[config.mk]
export PLATFORM = sky130hd
export DESIGN_NAME = pdm_decimator
export DESIGN_NICKNAME = d
export VERILOG_FILES = /design/src/rtl/pdm_decimator.sv
export SDC_FILE = /design/constraint.sdc
export NUM_CORES = 1
export LEC_CHECK = 0
export ABC_CLOCK_PERIOD_IN_PS = 16700
export CELL_PAD_IN_SITES_DETAIL_PLACEMENT = 2
export CELL_PAD_IN_SITES_GLOBAL_PLACEMENT = 2
export CORE_ASPECT_RATIO = 1.5
export CORE_UTILIZATION = 43
export DETAILED_ROUTE_END_ITERATION = 16
export GPL_ROUTABILITY_DRIVEN = 1
export PLACE_DENSITY = 0.89
export SYNTH_ARGS = -nofsm -noshare
export SYNTH_HDL_FRONTEND = slang
export SYNTH_SLANG_ARGS = --single-unit
[constraint.sdc]
create_clock -name clk -period 16.7 [get_ports clk]
set_clock_uncertainty 0.05 [all_clocks]
set_input_delay 3.34 -clock clk [delete_from_list [all_inputs] [get_ports clk]]
set_output_delay 3.34 -clock clk [all_outputs]
set_load 0.03 [all_outputs]
[src/rtl/pdm_decimator.sv]
// pdm_decimator: 3rd-order CIC decimator turning a 1-bit PDM stream into unsigned PCM.
module pdm_decimator #(
    parameter int unsigned DEC_LOG2 = 9,
    parameter int unsigned OUT_W    = 16
) (
    input  logic             clk,
    input  logic             rst,
    input  logic             din,
    output logic [OUT_W-1:0] dout,
    output logic             dout_valid,
    output logic             sat
);

    localparam int unsigned W     = 3 * DEC_LOG2 + 1;
    localparam int unsigned SHIFT = 3 * DEC_LOG2 - OUT_W;
    localparam int unsigned WARM_W = 2;

    logic                s1_q, s1_d;
    logic                s2_q, s2_d;
    logic [W-1:0]        i1_q, i1_d;
    logic [W-1:0]        i2_q, i2_d;
    logic [W-1:0]        i3_q, i3_d;
    logic [W-1:0]        d1_q, d1_d;
    logic [W-1:0]        d2_q, d2_d;
    logic [W-1:0]        d3_q, d3_d;
    logic [DEC_LOG2-1:0] cnt_q, cnt_d;
    logic [WARM_W-1:0]   warm_q, warm_d;
    logic [OUT_W-1:0]    dout_q, dout_d;
    logic                dout_valid_q, dout_valid_d;
    logic                sat_q, sat_d;

    logic                tick_c;
    logic [W-1:0]        c1_c, c2_c, c3_c;
    logic [W-1:0]        q_c;
    logic                clip_c;

    // Comb section and output scaling; values are only committed on a tick.
    always_comb begin
        tick_c = &cnt_q;
        c1_c   = i3_q - d1_q;
        c2_c   = c1_c - d2_q;
        c3_c   = c2_c - d3_q;
        q_c    = c3_c >> SHIFT;
        clip_c = |q_c[W-1:OUT_W];
    end

    // Next-state: sync, integrators, decimation counter, comb delays, outputs.
    always_comb begin
        s1_d         = din;
        s2_d         = s1_q;
        i1_d         = i1_q + W'(s2_q);
        i2_d         = i2_q + i1_q;
        i3_d         = i3_q + i2_q;
        cnt_d        = cnt_q + DEC_LOG2'(1);
        d1_d         = d1_q;
        d2_d         = d2_q;
        d3_d         = d3_q;
        warm_d       = warm_q;
        dout_d       = dout_q;
        dout_valid_d = 1'b0;
        sat_d        = sat_q;

        if (tick_c) begin
            d1_d = i3_q;
            d2_d = c1_c;
            d3_d = c2_c;
            if (clip_c) begin
                dout_d = '1;
                sat_d  = 1'b1;
            end else begin
                dout_d = q_c[OUT_W-1:0];
            end
            // Comb delays need three ticks to hold real history before outputs are trusted.
            if (warm_q == WARM_W'(3)) begin
                dout_valid_d = 1'b1;
            end else begin
                warm_d = warm_q + WARM_W'(1);
            end
        end
    end

    // State registers with synchronous active-low reset; reset overrides any tick.
    always_ff @(posedge clk) begin
        if (!rst) begin
            s1_q         <= 1'b0;
            s2_q         <= 1'b0;
            i1_q         <= '0;
            i2_q         <= '0;
            i3_q         <= '0;
            d1_q         <= '0;
            d2_q         <= '0;
            d3_q         <= '0;
            cnt_q        <= '0;
            warm_q       <= '0;
            dout_q       <= '0;
            dout_valid_q <= 1'b0;
            sat_q        <= 1'b0;
        end else begin
            s1_q         <= s1_d;
            s2_q         <= s2_d;
            i1_q         <= i1_d;
            i2_q         <= i2_d;
            i3_q         <= i3_d;
            d1_q         <= d1_d;
            d2_q         <= d2_d;
            d3_q         <= d3_d;
            cnt_q        <= cnt_d;
            warm_q       <= warm_d;
            dout_q       <= dout_d;
            dout_valid_q <= dout_valid_d;
            sat_q        <= sat_d;
        end
    end

    assign dout       = dout_q;
    assign dout_valid = dout_valid_q;
    assign sat        = sat_q;

endmodule

==> results by group, run 1 <==
Run status
  • Outcome: finished, final reports clean

Routing
  • Drt wl/cell: 25.7 um
  • Iteration-0 DRC count of the detailed router: 643
  • WL met1: 19000 um
  • Detail Route Antenna Nets: 0
  • Detailed-router iteration count before antenna repair: 5
  • Uppermost layer routed: met4
  • Post-Route WL: 51100 um
  • Met2 wire len: 27800 um
  • Vias/cell: 6.19
  • DRC viols: 0
  • Total number of vias: 12300
  • Detail Route met3 WL: 1380 um

Clocking
  • # resized after CTS: 0
  • Post-CTS Setup Inserts: 0
  • Clk_lat worst skew: 490 ps
  • Clk buf depth: 2
  • CTS buffer count: 17
  • Clock slew at reported path FFs: 80 ps
  • Clk sinks: 199
  • CTS tree: built
  • # H-tree levels: 4
  • Hold-fix buffers, CTS: 0
  • Root buf cell: clkbuf_16

Floorplanning
  • Num rows: 78
  • Die extent in y: 217 um
  • Initial Util: 43.7%
  • DIE AREA: 31500 um^2
  • Total core area: 30300 um^2
  • Ports: 21
  • Die W: 145 um

Logic synthesis
  • Mapped Area: 13200 um^2
  • Cells after Synth: 1580
  • Seq/Total Area, Yosys: 30.1%
  • Synth top area cells: dfxtp_1 30%, ha_1 13%, mux2i_1 5.4%
  • Async set-reset flop share out of synthesis: 0%
  • Synth area leader: dfxtp_1
  • Syn Nets: 1726
  • Synthesized area per cell: 8.38 um^2
  • Synth unique cells: 79
  • Synthesis Warnings: 0
  • Top FF cell, synth: dfxtp_1
  • Number of enable flip-flop cells after synthesis: 0
  • Top cell type's share of synthesized area: 30.1%
  • #FFs+latches synth: 199

Global route
  • Total gr overflow: 0
  • Largest net degree at the start of global routing: 82
  • First-pass GRT wire length: 81300 um
  • Number of global-route vias before repair: 14300
  • Initial antenna violation count: 0
  • GRT Util Overall: 33.2%

Finish
  • Share of layout cells above drive strength 1: 4.35%
  • Fillers: 3289
  • Syn-to-layout area delta: 8.69%
  • Most common cell after layout, fill and taps aside: dfxtp_1
  • Finished Layout Cells: 1988
  • Multi-input logic area: 8540 um^2
  • Reg area: 3980 um^2
  • Fin nets: 1721
  • Diodes inserted: 0
  • Most frequent cells in the layout: 199 x dfxtp_1, 190 x nor2_1, 138 x ha_1

Setup path
  • Crit path buffers/inverters: 0
  • Critical Path RT: 17040 ps
  • Critical path arrival: 8330 ps
  • Setup Crit Path Kind: flip-flop to flip-flop
  • CP Capture Type: flip-flop
  • CP dominant cell by count: ha_1
  • Worst path slowest cell: xnor3_2
  • Critical Path Source Type: flip-flop
  • CP max FO: 16
  • CP max stage delay: 510 ps
  • Crit-path leading delay family: compound AO/OA/AOI/OAI gates

Place
  • Detailed Place HPWL: 31600 um
  • Post-Place Cells: 1956
  • I/O Buffers: 20
  • GPL Wtd Cong: 0.815

Run
  • Max-cap viol count: 0

Power and ir drop
  • Pwr/cell area: 102 nW/um^2
  • Total power: 1.47 mW
  • VDD IR max: 0.0000776 V
  • Leakage: 6.04 nW

STA
  • Slew HR: 10.9%
  • Tcrit/Tclk final: 47.8%
  • Worst-margin pin slew: 1300 ps
  • Setup TNS: 0 ps
  • RSZ-0062 raised after global routing: false
  • Final Critical Period: 7980 ps
  • Final setup violation count: 0
  • Slew Limit Fails: 0
  • FMAX: 125 MHz
  • Hold_ws: 397 ps
  • Final Hold Fails: 0

Worst hold path
  • HP Class: flip-flop to flip-flop
registers in the layout, summed over array words and instances (netlist names), 2 cells and up:
signal and count:
d3_q 28, i3_q 28, i2_q 28, d2_q 28, i1_q 28, cnt_q 9, d1_q 28, dout 16
warm_q 2
synthesized netlist by cell type, types with 13 or more instances:
cell type  number
a211oi_1       13
a21o_1         49
a21oi_1       111
a31oi_1        14
and2_1         17
and3_1         27
clkbuf_1       31
dfxtp_1       199
ha_1          139
inv_1         129
mux2i_1        72
nand2_1        78
nand2b_1       15
nand3_1        44
nand4_1        16
nor2_1        190
nor2b_1        18
nor3_1         29
o21a_1         23
o21ai_0        69
o21bai_1       20
xnor2_1        76
xor2_1         50
where the power goes:
part           leakage [nW]  switching [mW]  internal [mW]
clock network         0.306           0.217          0.257
registers              1.60         0.00444          0.477
logic                  4.13           0.330          0.184
total                  6.04           0.551          0.918
final timing paths:
kind | startpoint | end | slack (ps) | cells past startpoint
worst max register to register | i3_q[1] | dout[3] | 8720 | 27
worst min register to register | s1_q | s2_q | 400 | 1
worst max-delay path | i3_q[1] | dout[3] | 8720 | 27
worst min-delay path | s1_q | s2_q | 400 | 1
area by class of cell:
| type | count | share of cell area, % |
|---|---|---|
| clock buffers | 19 | 3.08 |
| clock inverters | 13 | 1.33 |
| inverters | 129 | 3.38 |
| multi-input cells | 1203 | 59.4 |
| flip-flops and latches | 199 | 27.7 |
| well taps | 400 | 3.48 |
| repair buffers | 25 | 1.62 |
per-stage QoR:
step | setup WS [ps] | area, um^2 | utilization, %
after floorplan | 10580 | 13200 | -
after global placement | 9870 | 13700 | 45.4
after detailed placement | 9320 | 13700 | 45.4
after CTS | 8890 | 14400 | 47.5
after global routing | 8360 | 14400 | 47.5
final | 8720 | 14400 | 47.5
routing by layer:
metal  track usage [%]  vias up
met4              20.6        0
met3              5.28      192
li1                  -     5536
met5                 0        -
met2              64.3      342
met1              32.6     6232
kinds of logic (layout without fill, tap and decap cells):
kind of cell               after synthesis  count (layout)  share of synthesized area (%)
and+or+nand+nor                        471             471                           16.8
AOI/OAI and AO/OA                      390             390                           20.0
DFF                                    199             199                           30.1
buffers and inverters                  178             186                           5.42
adders and majority gates              143             143                           13.7
xor gates and xnor gates               127             127                           8.52
muxes                                   72              72                           5.45
worst register-to-register path, stage by stage, from the launching register on:
cell and delay, ps:
dfxtp_1 480, ha_1 280, nor2b_1 150, o31a_1 290, o41a_1 410, o21ai_0 240
nand2b_1 130, a21oi_1 280, xnor2_1 160, ha_1 370, and3_1 250, nand3_1 130
or3_1 370, a311oi_1 470, o21ai_1 260, o41a_1 510, a21boi_1 240, xor2_1 160
ha_1 240, a2111oi_0 430, o21ai_0 210, o21a_1 170, a22oi_1 200, o211ai_1 170
a21oi_1 210, xnor2_1 190, xnor3_2 510, a311oi_2 320
Note: power is estimated with default switching activity, not from simulation.
==> run 2, diff against run 1 <==
==> config.mk (replaced) <==
export PLATFORM = sky130hd
export DESIGN_NAME = pdm_decimator
export DESIGN_NICKNAME = d
export VERILOG_FILES = /design/src/rtl/pdm_decimator.sv
export SDC_FILE = /design/constraint.sdc
export NUM_CORES = 1
export LEC_CHECK = 0
export ABC_CLOCK_PERIOD_IN_PS = 7980
export CELL_PAD_IN_SITES_DETAIL_PLACEMENT = 2
export CELL_PAD_IN_SITES_GLOBAL_PLACEMENT = 2
export CORE_ASPECT_RATIO = 1.5
export CORE_UTILIZATION = 40
export DETAILED_ROUTE_END_ITERATION = 16
export GPL_ROUTABILITY_DRIVEN = 1
export PLACE_DENSITY = 0.83
export SYNTH_ARGS = -nofsm -noshare
export SYNTH_HDL_FRONTEND = slang
export SYNTH_SLANG_ARGS = --single-unit
==> constraint.sdc (replaced) <==
create_clock -name clk -period 7.98 [get_ports clk]
set_clock_uncertainty 0.05 [all_clocks]
set_input_delay 1.596 -clock clk [delete_from_list [all_inputs] [get_ports clk]]
set_output_delay 1.596 -clock clk [all_outputs]
set_load 0.03 [all_outputs]
==> run 2 against run 1 <==
Compared with the run above: routed wire length is 29% lower; maximum frequency grew 10%; hold slack gained 19 ps; sequential share of layout area is essentially flat; critical path depth increased by 2; largest power group is now registers; combinational power grew 93%; utilization shrank 3.5 points; highest routed layer unchanged.
==> results by group, run 2 (synthesis gave the netlist of run 1 again) <==
Run status
  • Outcome: finished, final reports clean

Setup path
  • CP Capture Type: flip-flop
  • Critical Path Source Type: flip-flop
  • Crit path buffers/inverters: 2
  • Critical path arrival: 7570 ps
  • CP max stage delay: 510 ps
  • Crit-path leading delay family: compound AO/OA/AOI/OAI gates
  • Critical Path RT: 8310 ps
  • CP Depth: 29
  • Reg2reg path depth: 29
  • Setup Crit Path Kind: flip-flop to flip-flop
  • Worst path slowest cell: xnor3_2
  • CP max FO: 16

Finish
  • Design area: 14400 um^2
  • Most common cell after layout, fill and taps aside: dfxtp_1
  • Most frequent cells in the layout: 199 x dfxtp_1, 190 x nor2_1, 138 x ha_1
  • Final Util: 44.0%
  • Fin nets: 1721
  • Diodes inserted: 0
  • Fillers: 3694
  • Share of layout cells above drive strength 1: 4.41%
  • Syn-to-layout area delta: 8.52%

STA
  • Tcrit/Tclk final: 90.7%
  • Setup TNS: 0 ps
  • Hold_ws: 416 ps
  • RSZ-0062 raised after global routing: false
  • FMAX: 138 MHz
  • Worst-margin pin slew: 1150 ps
  • Final Hold Fails: 0
  • Final Critical Period: 7240 ps
  • Slew Limit Fails: 0
  • Slew HR: 21.3%
  • Final setup violation count: 0

Clocking
  • # resized after CTS: 0
  • Clk buf depth: 2
  • # H-tree levels: 4
  • Clock slew at reported path FFs: 80 ps
  • Root buf cell: clkbuf_16
  • Hold-fix buffers, CTS: 0
  • Clk sinks: 199
  • CTS tree: built
  • Clk_lat worst skew: 460 ps
  • CTS buffer count: 17
  • Post-CTS Setup Inserts: 0

Routing
  • Detail Route Antenna Nets: 0
  • Vias/cell: 5.67
  • Detailed-router iteration count before antenna repair: 4
  • Drt wl/cell: 18.1 um
  • Iteration-0 DRC count of the detailed router: 212
  • Total number of vias: 11400
  • Post-Route WL: 36200 um
  • DRC viols: 0

Floorplanning
  • Total core area: 32600 um^2
  • Num rows: 81
  • Initial Util: 40.5%
  • DIE AREA: 33800 um^2
  • Ports: 21
  • Die extent in y: 225 um
  • Die W: 151 um

Power and ir drop
  • Total power: 2.91 mW
  • Pwr/cell area: 202 nW/um^2
  • Leakage: 6.03 nW
  • VDD IR max: 0.000203 V

Worst hold path
  • Hold depth: 1
  • HP Class: flip-flop to flip-flop

Global route
  • Largest net degree at the start of global routing: 74
  • Initial antenna violation count: 0
  • Number of global-route vias before repair: 12600
  • GRT Util Overall: 22.4%
  • Total gr overflow: 0
  • First-pass GRT wire length: 60400 um

Place
  • Placement Cell Area: 13800 um^2
  • Detailed Place HPWL: 27600 um
  • GPL Wtd Cong: 0.816
  • I/O Buffers: 20

Run
  • Max-cap viol count: 0
-- run 2: cell types whose count changed in the layout (fill, tap and decap cells not counted) --
cell / previous run / this run
clkinv_2: 2 / 3
clkinv_4: 1 / 2
clkbuf_1: 1 / 0
inv_8: 1 / 3
clkbuf_8: 1 / 0
bufinv_16: 4 / 2
-- run 2: through the flow --
| stage | worst slack, ps | cells |
|---|---|---|
| after floorplan | 1860 | 1580 |
| after global placement | 1080 | 1971 |
| after detailed placement | 763 | 1971 |
| after global routing | 203 | 2003 |
| final | 741 | 2003 |
| after CTS | 674 | 2003 |
-- run 2: where the power goes --
part	switching [mW]	total (mW)	internal, mW
Sequential	0.00838	1.01	0.999
Clock	0.436	0.906	0.470
Combinational	0.611	0.992	0.381
Total	1.06	2.91	1.85
-- run 2: per-layer routing --
metal	wire length [um]	GRT usage (%)
met4	1110	8.70
met1	14600	22.8
met3	466	2.84
met5	0	0
met2	20000	44.8
-- run 2: final timing paths --
| check | from | to | slack, ps |
|---|---|---|---|
| max | i3_q[0] | dout[3] | 740 |
| min reg2reg | cnt_q[0] | cnt_q[0] | 420 |
| min | cnt_q[0] | cnt_q[0] | 420 |
| max reg2reg | i3_q[0] | dout[3] | 740 |
-- run 2: worst register-to-register path, delay by kind of cell (launching register included) --
| family | cells | cell delay [ps] |
|---|---|---|
| xor+xnor | 4 | 990 |
| compound gates | 16 | 3870 |
| simple gates | 3 | 650 |
| flops | 1 | 340 |
| buf+inv | 2 | 110 |
| fa+ha+maj | 4 | 1140 |
-- run 2: layout make-up --
cell class | instances | area (um^2) | area share (%)
sequential | 199 | 3980 | 27.7
tap | 415 | 519 | 3.62
multi-input combinational | 1203 | 8540 | 59.5
inverter | 129 | 487 | 3.39
clock buffer | 17 | 425 | 2.96
timing repair buffer | 25 | 233 | 1.62
clock inverter | 15 | 168 | 1.17
==> run 3, diff against run 2 <==
--- a/config.mk
+++ b/config.mk
@@ -8,7 +8,7 @@
 export ABC_CLOCK_PERIOD_IN_PS = 7980
 export CELL_PAD_IN_SITES_DETAIL_PLACEMENT = 2
 export CELL_PAD_IN_SITES_GLOBAL_PLACEMENT = 2
-export CORE_ASPECT_RATIO = 1.5
+export CORE_ASPECT_RATIO = 1.4
 export CORE_UTILIZATION = 40
 export DETAILED_ROUTE_END_ITERATION = 16
 export GPL_ROUTABILITY_DRIVEN = 1
==> run 3 against run 2 <==
Compared with the run above: via count fell by 0.52%; combinational power is essentially flat; hold slack worse by 27 ps; global-route usage rose by 0.62 points; cell area about the same; largest cell class unchanged.
==> results by group, run 3 (synthesis gave the netlist of run 1 again) <==
Run status
  • Outcome: finished, final reports clean

Setup path
  • CP max FO: 16
  • Worst path slowest cell: xnor3_2
  • CP Capture Type: flip-flop
  • Critical path arrival: 7790 ps
  • Setup Crit Path Kind: flip-flop to flip-flop
  • CP max stage delay: 510 ps
  • Critical Path RT: 8300 ps
  • Critical Path Source Type: flip-flop

Floorplanning
  • Num rows: 78
  • DIE AREA: 33800 um^2
  • Die extent in y: 217 um
  • Die W: 156 um
  • Total core area: 32500 um^2
  • Initial Util: 40.7%
  • Ports: 21

Finish
  • Most frequent cells in the layout: 199 x dfxtp_1, 190 x nor2_1, 138 x ha_1
  • Syn-to-layout area delta: 8.53%
  • Fin nets: 1722
  • Diodes inserted: 0
  • Fillers: 3686
  • Finished Layout Cells: 2029
  • Most common cell after layout, fill and taps aside: dfxtp_1
  • Share of layout cells above drive strength 1: 4.53%

Place
  • I/O Buffers: 20
  • Detailed Place HPWL: 27600 um
  • GPL Wtd Cong: 0.801
  • Post-Place Cells: 1997

Routing
  • Detail Route Antenna Nets: 0
  • Iteration-0 DRC count of the detailed router: 314
  • Drt wl/cell: 18.3 um
  • Detailed-router iteration count before antenna repair: 4
  • Post-Route WL: 37200 um
  • Vias/cell: 5.57
  • DRC viols: 0
  • Total number of vias: 11300

Clocking
  • Clk sinks: 199
  • # H-tree levels: 4
  • CTS tree: built
  • CTS buffer count: 17
  • Clk buf depth: 2
  • Root buf cell: clkbuf_16
  • Clock slew at reported path FFs: 80 ps
  • Clk_lat worst skew: 460 ps

Power and ir drop
  • VDD IR max: 0.000139 V
  • Pwr/cell area: 199 nW/um^2
  • Leakage: 6.01 nW

Global route
  • Largest net degree at the start of global routing: 68
  • Initial antenna violation count: 0
  • Number of global-route vias before repair: 12700
  • GRT Util Overall: 23.0%
  • First-pass GRT wire length: 62600 um
  • Total gr overflow: 0

STA
  • Slew HR: 14.2%
  • Final Critical Period: 7470 ps
  • Final Hold Fails: 0
  • Tcrit/Tclk final: 93.6%
  • RSZ-0062 raised after global routing: false
  • Worst-margin pin slew: 1250 ps
  • Setup TNS: 0 ps
  • Slew Limit Fails: 0
  • Final setup violation count: 0
  • FMAX: 134 MHz

Worst hold path
  • HP Class: flip-flop to flip-flop

Run
  • Max-cap viol count: 0
==> run 3: metrics by stage <==
stage          util (%)  hold slack, ps  setup slack [ps]  power (mW)  instance area (um^2)
3_3_place_gp       42.5             370              1150        1.98                 13800
3_5_place_dp       42.5             375               446        2.03                 13800
2_1_floorplan         -             362              1860        1.83                 13200
6_report           44.2             389               513        2.85                 14400
4_1_cts            44.2             395               385        2.88                 14400
5_1_grt            44.2             420              6.49        3.00                 14400
==> run 3: worst max-delay path: cells and delay by family, from the launching register on <==
family	cells	cell delay (ps)
DFF	1	340
buffers and inverters	2	140
xor gates and xnor gates	4	1000
AOI/OAI and AO/OA	16	4020
adders and majority gates	4	1150
and+or+nand+nor	3	670
==> run 3: final cells by class <==
type	instances	area (um^2)	area share, %
tap	440	551	3.83
inverter	129	487	3.39
clock inverter	15	125	0.871
multi-input combinational	1203	8550	59.5
clock buffer	17	425	2.96
timing repair buffer	26	240	1.67
sequential	199	3980	27.7
==> run 3: layer usage <==
| metal | vias up | wire (um) | GRT usage (%) |
|---|---|---|---|
| met5 | - | 0 | 0 |
| met4 | 0 | 954 | 8.86 |
| met3 | 62 | 359 | 2.23 |
| met2 | 82 | 20800 | 46.2 |
| met1 | 5618 | 15100 | 24.1 |
| li1 | 5542 | - | - |
==> run 3: what timing repair did <==
item                       CTS  global route
resized for setup            0             2
buffers inserted             0             0
setup endpoints to repair    0            16
hold buffers                 0             0
==> run 3: report_power, final <==
part	internal (mW)	leakage, nW	switching [mW]
clock network	0.406	0.261	0.432
logic	0.382	4.14	0.624
registers	0.999	1.60	0.00761
==> run 3: final timing paths <==
kind | start | to | slack [ps] | cells past startpoint
worst min register to register | s1_q | s2_q | 390 | 1
worst max register to register | i3_q[0] | dout[3] | 510 | 29
worst min-delay path | s1_q | s2_q | 390 | 1
worst max-delay path | i3_q[0] | dout[3] | 510 | 29
